==> config.mk <==
export PLATFORM = sky130hd
export DESIGN_NAME = uart_tx_scheduler
export DESIGN_NICKNAME = d
export VERILOG_FILES = /design/src/rtl/uart_tx_scheduler.sv
export SDC_FILE = /design/constraint.sdc
export NUM_CORES = 1
export LEC_CHECK = 0
export CAP_MARGIN = 20
export CORE_MARGIN = 2
export CORE_UTILIZATION = 48
export CTS_CLUSTER_DIAMETER = 100
export CTS_CLUSTER_SIZE = 28
export DETAILED_ROUTE_END_ITERATION = 7
export PLACE_DENSITY = 0.75
export SETUP_SLACK_MARGIN = 0.3
export SLEW_MARGIN = 20
export SYNTH_ARGS = -nofsm -noshare
export SYNTH_HDL_FRONTEND = slang
export SYNTH_SLANG_ARGS = --single-unit
==> constraint.sdc <==
create_clock -name clk -period 2.1 [get_ports clk]
set_input_delay 0.525 -clock clk [delete_from_list [all_inputs] [get_ports clk]]
set_output_delay 0.525 -clock clk [all_outputs]
set_load 0.02 [all_outputs]
==> src/rtl/uart_tx_scheduler.sv <==
// Round-robin scheduler sharing one UART transmitter between two byte sources,
// with start/busy handshake, start timeout and a post-frame idle gap in baud ticks.
module uart_tx_scheduler #(
    parameter int unsigned GAP_TICKS = 2,
    parameter int unsigned TIMEOUT   = 1000
) (
    input  logic       clk,
    input  logic       reset,
    input  logic       req0_valid,
    input  logic [7:0] req0_data,
    output logic       req0_ready,
    input  logic       req1_valid,
    input  logic [7:0] req1_data,
    output logic       req1_ready,
    input  logic       baud_tick,
    input  logic       tx_busy,
    output logic       tx_start,
    output logic [7:0] tx_data,
    output logic       grant_id,
    output logic       sched_busy,
    output logic       tx_timeout
);

    localparam logic [7:0]  GAP_LIMIT     = 8'(GAP_TICKS);
    localparam logic [15:0] TIMEOUT_LIMIT = 16'(TIMEOUT);

    typedef enum logic [2:0] {
        ST_IDLE      = 3'd0,
        ST_LOAD      = 3'd1,
        ST_START     = 3'd2,
        ST_WAIT_BUSY = 3'd3,
        ST_SEND      = 3'd4,
        ST_GAP       = 3'd5
    } state_t;

    state_t      state_r;
    state_t      state_next_s;
    logic        grant_id_r;
    logic        last_grant_r;
    logic [7:0]  tx_data_r;
    logic        tx_start_r;
    logic        req0_ready_r;
    logic        req1_ready_r;
    logic        sched_busy_r;
    logic        tx_timeout_r;
    logic [15:0] timeout_cnt_r;
    logic [7:0]  gap_cnt_r;
    logic        tick_d_r;

    logic        winner_s;
    logic        granted_valid_s;
    logic [7:0]  granted_data_s;
    logic        tick_rise_s;
    logic        timeout_hit_s;
    logic        req0_ready_next_s;
    logic        req1_ready_next_s;
    logic        tx_start_next_s;
    logic        sched_busy_next_s;
    logic        tx_timeout_next_s;

    // Arbitration, granted-source selection and tick edge detection
    always_comb begin
        winner_s = 1'b0;
        if (req0_valid && req1_valid) begin
            winner_s = ~last_grant_r;
        end else if (req1_valid) begin
            winner_s = 1'b1;
        end else begin
            winner_s = 1'b0;
        end
        granted_valid_s = grant_id_r ? req1_valid : req0_valid;
        granted_data_s  = grant_id_r ? req1_data  : req0_data;
        tick_rise_s     = baud_tick & ~tick_d_r;
        timeout_hit_s   = (timeout_cnt_r + 16'd1) == TIMEOUT_LIMIT;
    end

    // State register
    always_ff @(posedge clk or posedge reset) begin
        if (reset) begin
            state_r <= ST_IDLE;
        end else begin
            state_r <= state_next_s;
        end
    end

    // Next-state logic
    always_comb begin
        state_next_s = state_r;
        case (state_r)
            ST_IDLE: begin
                if (!tx_busy && (req0_valid || req1_valid)) state_next_s = ST_LOAD;
                else                                         state_next_s = ST_IDLE;
            end
            ST_LOAD: begin
                if (granted_valid_s) state_next_s = ST_START;
                else                 state_next_s = ST_IDLE;
            end
            ST_START: state_next_s = ST_WAIT_BUSY;
            ST_WAIT_BUSY: begin
                if (tx_busy)            state_next_s = ST_SEND;
                else if (timeout_hit_s) state_next_s = ST_IDLE;
                else                    state_next_s = ST_WAIT_BUSY;
            end
            ST_SEND: begin
                if (tx_busy)                 state_next_s = ST_SEND;
                else if (GAP_LIMIT == 8'd0)  state_next_s = ST_IDLE;
                else                         state_next_s = ST_GAP;
            end
            ST_GAP: begin
                if (gap_cnt_r == GAP_LIMIT) state_next_s = ST_IDLE;
                else                        state_next_s = ST_GAP;
            end
            default: state_next_s = ST_IDLE;
        endcase
    end

    // Output logic: values the output registers take on the coming edge
    always_comb begin
        req0_ready_next_s = (state_next_s == ST_LOAD) && (winner_s == 1'b0);
        req1_ready_next_s = (state_next_s == ST_LOAD) && (winner_s == 1'b1);
        tx_start_next_s   = (state_next_s == ST_START);
        sched_busy_next_s = (state_next_s != ST_IDLE);
        tx_timeout_next_s = (state_r == ST_WAIT_BUSY) && !tx_busy && timeout_hit_s;
    end

    // Output registers
    always_ff @(posedge clk or posedge reset) begin
        if (reset) begin
            req0_ready_r <= 1'b0;
            req1_ready_r <= 1'b0;
            tx_start_r   <= 1'b0;
            sched_busy_r <= 1'b0;
            tx_timeout_r <= 1'b0;
        end else begin
            req0_ready_r <= req0_ready_next_s;
            req1_ready_r <= req1_ready_next_s;
            tx_start_r   <= tx_start_next_s;
            sched_busy_r <= sched_busy_next_s;
            tx_timeout_r <= tx_timeout_next_s;
        end
    end

    // Grant bookkeeping, data latch, timeout and gap counters
    always_ff @(posedge clk or posedge reset) begin
        if (reset) begin
            grant_id_r    <= 1'b0;
            last_grant_r  <= 1'b1;
            tx_data_r     <= 8'h00;
            timeout_cnt_r <= 16'd0;
            gap_cnt_r     <= 8'd0;
            tick_d_r      <= 1'b0;
        end else begin
            tick_d_r <= baud_tick;
            if ((state_r == ST_IDLE) && (state_next_s == ST_LOAD)) begin
                grant_id_r <= winner_s;
            end
            // A withdrawn request leaves last_grant untouched so fairness is kept
            if ((state_r == ST_LOAD) && granted_valid_s) begin
                tx_data_r    <= granted_data_s;
                last_grant_r <= grant_id_r;
            end
            if (state_r == ST_START) begin
                timeout_cnt_r <= 16'd0;
            end else if ((state_r == ST_WAIT_BUSY) && !tx_busy) begin
                timeout_cnt_r <= timeout_cnt_r + 16'd1;
            end
            if (state_r == ST_SEND) begin
                gap_cnt_r <= 8'd0;
            end else if ((state_r == ST_GAP) && tick_rise_s && (gap_cnt_r != GAP_LIMIT)) begin
                gap_cnt_r <= gap_cnt_r + 8'd1;
            end
        end
    end

    assign req0_ready = req0_ready_r;
    assign req1_ready = req1_ready_r;
    assign tx_start   = tx_start_r;
    assign tx_data    = tx_data_r;
    assign grant_id   = grant_id_r;
    assign sched_busy = sched_busy_r;
    assign tx_timeout = tx_timeout_r;

endmodule

==> flow_summary.toml, run 1 <==
[status]
outcome = "complete, but fails checks"
violations = "negative setup slack"

[worst_setup_path]
cp_data_required_time_ps = 2270
start_kind = "register"
r2r_end = "sched_busy"
crit_arrival_ps = 2440
cp_slowest_cell = "or4b_1"
slowest_delay_ps = 470
cp_max_fo = 5
critPathKind = "register to register"
worstRegToRegCells = 7
reg2reg_slack_ps = -170
cp_cell_sequence = "ha_4, nand4_1, nor4_2, xnor2_1, nand2_1, o41ai_2, or4b_1"
worst_r2r_startpoint = "timeout_cnt_r[1]"
endpoint_kind = "register"

[detailed_routing]
postRouteWirelength_um = 5660
vias = 2119
drtPass1Iterations = 4
viasPerCell = 5.41
drtIter0Drc = 119
drc_errors = 0
drtAntennaViolNets = 0
avgRoutedWirePerCell_um = 14.4

[die]
rows = 25
die-area_um2 = 5470
start_util = 0.497
io_pins = 36
die_x_um = 73.9
core_um2 = 4720
die_h_um = 73.9

[place]
place.gp.congestion = 0.853
placed_cell_area_um2 = 3040
portBuffers = 35
dp_hpwl_um = 3840
placed_cells = 373

[sta]
hold_viol_final = 0
slew_headroom = 0.665
skew_ps = 12.0
period_share = 1.08
setup_tns_ps = -264
period_minus_slack_ps = 2270
max_freq_mhz = 441
rsz0062_at_grt = "yes"
setup_ws_ps = -168
setup_viol = 3
slew_violations = 0
tightest_slew_ps = 502
holdWs_ps = 523

[power]
comb_power_share = 0.376
pwr-share-clk = 0.252
switching_share = 0.338
p_seq_frac = 0.371
leakage_nw = 1.49
internal_power_mw = 2.01
powerDensity_nw_per_um2 = 913
irDropWorstVdd_uv = 539
fin_total_pwr_mw = 3.03
p_sw_mw = 1.03

[layout]
stdcell_count = 392
syn2layout_area_growth_pct = 41.4
antennaDiodeCount = 0
fin_area_um2 = 3320
drive_gt1_frac = 0.258
final_nets = 350
fillCellCount = 344

[logic_synthesis]
syn_avg_cell_area_um2 = 9.32
yosysTopAreaCellShare = 0.448
synth_area_um2 = 2350
syn_inst = 252
ys_ff_latch = 43
yosysSeqAreaShare = 0.459
synth_ff_type = "dfrtp_1"
ys_types = 52
yosysWarnings = 0
synth_area_leader_cell = "dfrtp_1"
async_flop_share = 1.00
synth_fp_nets = 278
synth_area_leaders = "dfrtp_1 (45%), nor2_1 (4.6%), o21ai_0 (4.3%), mux2i_1 (3.8%), nand2_1 (3.4%)"
synth_edf_count = 0

[worst_hold_path]
hold_end = "timeout_cnt_r[13]"
hold_path.class = "register to register"
hold_start = "timeout_cnt_r[13]"
worstHoldPathCells = 1

[clock_tree]
cts_tree = "done"
cts_hold_buf = 0
clock_latency_ps = 300
cts_buffer_depth = 2
cts.sinks = 43
numCtsBuffers = 5
clock_tree.root_cell = "clkbuf_8"
htree_levels = 2
clk_pin_slew_ps = 90

[global_routing]
grt_usage = 0.218
antenna_found_initial = 0
use_met2 = 0.376
grt.overflow.total = 0
grt_pass1_wl_um = 9180
grt_pass1_vias = 2029
gr-usage-met1 = 0.277
grt-busiest-layer = "met2"
grtUsageMet3 = 0.0528
grt_max_degree = 30

[job]
cap_violations = 0
cells in the mapped netlist (all sizes together) (2+ instances only):
cell type / n
inv: 8
and4: 2
and2: 5
nand2b: 3
xor2: 7
nand4: 9
a21oi: 15
ha: 4
nor4b: 2
buf: 6
nor4: 2
xnor2: 6
and3: 5
nor3b: 2
o31ai: 4
a211oi: 2
nor3: 5
o21ai: 20
nor2b: 3
nand2: 21
a31oi: 5
o41ai: 2
mux2i: 9
nand4b: 2
clkbuf: 8
nor2: 29
o22ai: 3
nand3: 7
dfrtp: 42
flip-flops by register name, indices dropped and copies added, names as in the netlist:
register and flops:
timeout_cnt_r 16, gap_cnt_r 8, tx_data 8, state_r 3
grant_id 1, last_grant_r 1, req0_ready 1, req1_ready 1
sched_busy 1, tick_d_r 1, tx_start 1, tx_timeout 1
layout make-up:
class	instances	area (µm²)	share of cell area
well taps	67	83.8	0.0252
clock inverters	2	60.1	0.0181
inverters	8	30.0	0.00904
multi-input cells	187	1310	0.394
clock buffers	6	72.6	0.0218
flip-flops and latches	43	1080	0.325
repair buffers	79	689	0.208
layout by cell type (no fill, tap or decap), types with 2 or more instances in the layout:
cell type / Yosys / final
nand4_1: 8 / 8
and4_4: 1 / 2
xor2_1: 7 / 7
and3_4: 1 / 3
xnor2_1: 6 / 6
o31ai_1: 4 / 4
mux2i_1: 9 / 9
o22ai_2: 0 / 2
nand4b_1: 2 / 2
nand2_2: 0 / 2
a21oi_1: 15 / 15
clkdlybuf4s50_1: 0 / 24
nand2_1: 21 / 19
nand3_1: 7 / 7
buf_4: 1 / 43
o21ai_0: 20 / 20
bufinv_16: 0 / 2
nor3_2: 0 / 3
dfrtp_1: 42 / 41
nor3_1: 5 / 2
ha_1: 4 / 2
nor2_2: 0 / 2
clkbuf_8: 0 / 5
dlymetal6s2s_1: 0 / 5
dlygate4sd2_1: 0 / 6
nand2b_1: 3 / 3
inv_1: 8 / 7
nor4_2: 0 / 2
a31oi_1: 5 / 5
nor2_1: 29 / 27
nor2b_1: 3 / 2
and2_1: 4 / 4
worst max-delay path by stage:
stage	from	to	slack [ps]	cells after the start
after floorplan	timeout_cnt_r[0]	sched_busy	-20	7
after global placement	timeout_cnt_r[0]	sched_busy	-190	7
after detailed placement	timeout_cnt_r[0]	sched_busy	-190	7
after CTS	timeout_cnt_r[1]	sched_busy	-140	7
after global routing	timeout_cnt_r[1]	sched_busy	-280	7
final	timeout_cnt_r[1]	sched_busy	-170	7
cell families after synthesis:
kind of cell / count (synthesis) / share of synthesized area
buffers and inverters: 22 / 0.0410
muxes: 10 / 0.0448
AOI/OAI and AO/OA: 58 / 0.152
xor gates and xnor gates: 13 / 0.0485
DFF: 43 / 0.459
adders and majority gates: 4 / 0.0213
and+or+nand+nor: 102 / 0.234
what timing repair did:
item,4_1_cts,5_1_grt
pin swaps,5,4
setup buffers,9,2
gates cloned,0,0
resized for setup,14,12
endpoints found under the setup margin,26,17
critical path: cells and delay by family, from the launching register on:
kind,cells,cell delay (ps)
xor gates and xnor gates,1,180
adders and majority gates,1,180
and+or+nand+nor,4,930
DFF,1,420
AOI/OAI and AO/OA,1,430
power by group through the flow:
stage                     logic, mW  clock network, mW  registers (mW)
after floorplan               0.532                  0            1.26
after global placement         1.07                  0            1.15
after detailed placement       1.10                  0            1.15
after CTS                      1.12              0.784            1.13
after global routing           1.25              0.810            1.15
final                          1.14              0.765            1.13
stage by stage:
step	utilization	setup slack (ps)
finish	0.703	-168
global route	0.703	-276
CTS	0.692	-142
floorplan	-	-22.5
global placement	0.644	-186
detailed placement	0.644	-188
layer usage:
layer,share of wire,wire (µm)
met1,0.44,2510
met2,0.52,2910
met3,0.036,204
met4,0.0051,29
met5,0,0
Note: power is estimated with default switching activity, not from simulation.
==> run 2: changes to the inputs <==
RECOVER_POWER = 100   (was not set)
==> run 2 against run 1 <==
Net effect:
- the run still ends with negative setup slack left
- critical path depth unchanged
- count of clock-buffer cells in the layout unchanged
- die area unchanged
- cell count unchanged
- maximum frequency down 0.10%
- sequential power about the same
- via count up 0.90%
- register-to-register slack about the same
- global-route usage unchanged
- flip-flop and latch count unchanged
- critical path type unchanged
- final area down 3.1%
- sequential share of layout area up 1.0 points
==> flow_summary.toml, run 2 (synthesized netlist as in run 1, its figures left out) <==
[layout]
post-route-util = 0.682
multiInputGateArea_um2 = 1260
largest_reg_flops = 16
drive_gt1_frac = 0.234
largest_register = "timeout_cnt_r"
fin_area_um2 = 3220
final-seq-area_um2 = 1080
final_common_cell = "dfrtp_1"
fillCellCount = 364
stdcell_count = 392
antennaDiodeCount = 0
final_nets = 350
most-common-layout-cells = "dfrtp_1 (41), buf_4 (40), nor2_1 (28)"
syn2layout_area_growth_pct = 37.1

[sta]
slew_headroom = 0.464
setup_tns_ps = -268
skew_ps = 11.1
setup_viol = 3
tightest_slew_ps = 804
hold_viol_final = 0
holdWs_ps = 522
max_freq_mhz = 441
period_share = 1.08
rsz0062_at_grt = "yes"
slew_violations = 0
period_minus_slack_ps = 2270
setup_ws_ps = -170

[status]
violations = "negative setup slack"
outcome = "complete, but fails checks"

[global_routing]
grt_max_degree = 30
grt.overflow.total = 0
grt_pass1_wl_um = 9180
antenna_found_initial = 0
grt_usage = 0.218
grt_pass1_vias = 2029

[clock_tree]
clock_latency_ps = 300
cts.sinks = 43
cts_tree = "done"
clk_pin_slew_ps = 90
cts_buffer_depth = 2
clock_tree.root_cell = "clkbuf_8"
numCtsBuffers = 5
cts_hold_buf = 0
htree_levels = 2

[detailed_routing]
drtIter0Drc = 103
vias = 2138
postRouteWirelength_um = 5620
drtPass1Iterations = 4
viasPerCell = 5.45
drtAntennaViolNets = 0
avgRoutedWirePerCell_um = 14.3
drc_errors = 0

[place]
placed_cells = 373
place.gp.congestion = 0.853
placed_cell_area_um2 = 3040
portBuffers = 35
dp_hpwl_um = 3840

[worst_setup_path]
crit_arrival_ps = 2440
cp_max_fo = 5
endpoint_kind = "register"
cp_data_required_time_ps = 2270
start_kind = "register"
critPathKind = "register to register"

[die]
die_x_um = 73.9
io_pins = 36
rows = 25
die-area_um2 = 5470
start_util = 0.497
core_um2 = 4720
die_h_um = 73.9

[power]
irDropWorstVdd_uv = 536
leakage_nw = 1.43
powerDensity_nw_per_um2 = 910

[job]
cap_violations = 0

[worst_hold_path]
hold_path.class = "register to register"
## run 2: changes by cell type in the layout (fill, tap and decap cells not counted), sizes merged
cell	delta
clkbuf	+8
dlymetal6s2s	-5
buf	-3
dlygate4sd3	+7
clkdlybuf4s50	-7
## run 2: area by class of cell
cell class / instances / share of cell area
clock buffer: 6 / 0.0225
clock inverter: 2 / 0.0187
multi-input combinational: 187 / 0.391
sequential: 43 / 0.335
timing repair buffer: 79 / 0.197
inverter: 8 / 0.00933
tap: 67 / 0.0260
## run 2: critical path, stage by stage, from the launching register on
cell     delay (ps)
dfrtp_1         420
ha_4            180
nand4_1         160
nor4_2          200
xnor2_1         170
nand2_1         110
o41ai_2         430
or4b_1          470
## run 2: through the flow
step	worst slack, ps	total power [mW]
floorplan	-22.5	1.79
global placement	-186	2.22
detailed placement	-188	2.25
CTS	-142	3.04
global route	-276	3.11
finish	-170	2.93
## run 2: worst paths after layout
path	slack, ps	startpoint	depth (start not counted)	end
max in group asynchronous	700	reset	3	gap_cnt_r[5]
worst min-delay path	520	timeout_cnt_r[13]	1	timeout_cnt_r[13]
worst min register to register	520	timeout_cnt_r[13]	1	timeout_cnt_r[13]
worst max-delay path	-170	timeout_cnt_r[1]	7	sched_busy
min in group asynchronous	890	reset	3	timeout_cnt_r[0]
worst max register to register	-170	timeout_cnt_r[1]	7	sched_busy
## run 2: repair_timing
item | in CTS | in global routing
endpoints found under the setup margin | 26 | 17
pin swaps | 5 | 4
resized for setup | 14 | 12
setup buffers | 9 | 2
gates cloned | 0 | 0
## run 2: per-layer routing
layer	share of wire	track usage
met5	0	0
met4	0.0052	0.0545
met3	0.041	0.0528
met2	0.52	0.376
met1	0.43	0.277
## run 2: report_power, final
group	switching [mW]	internal, mW
sequential	0.123	1.00
clock	0.291	0.476
combinational	0.589	0.449
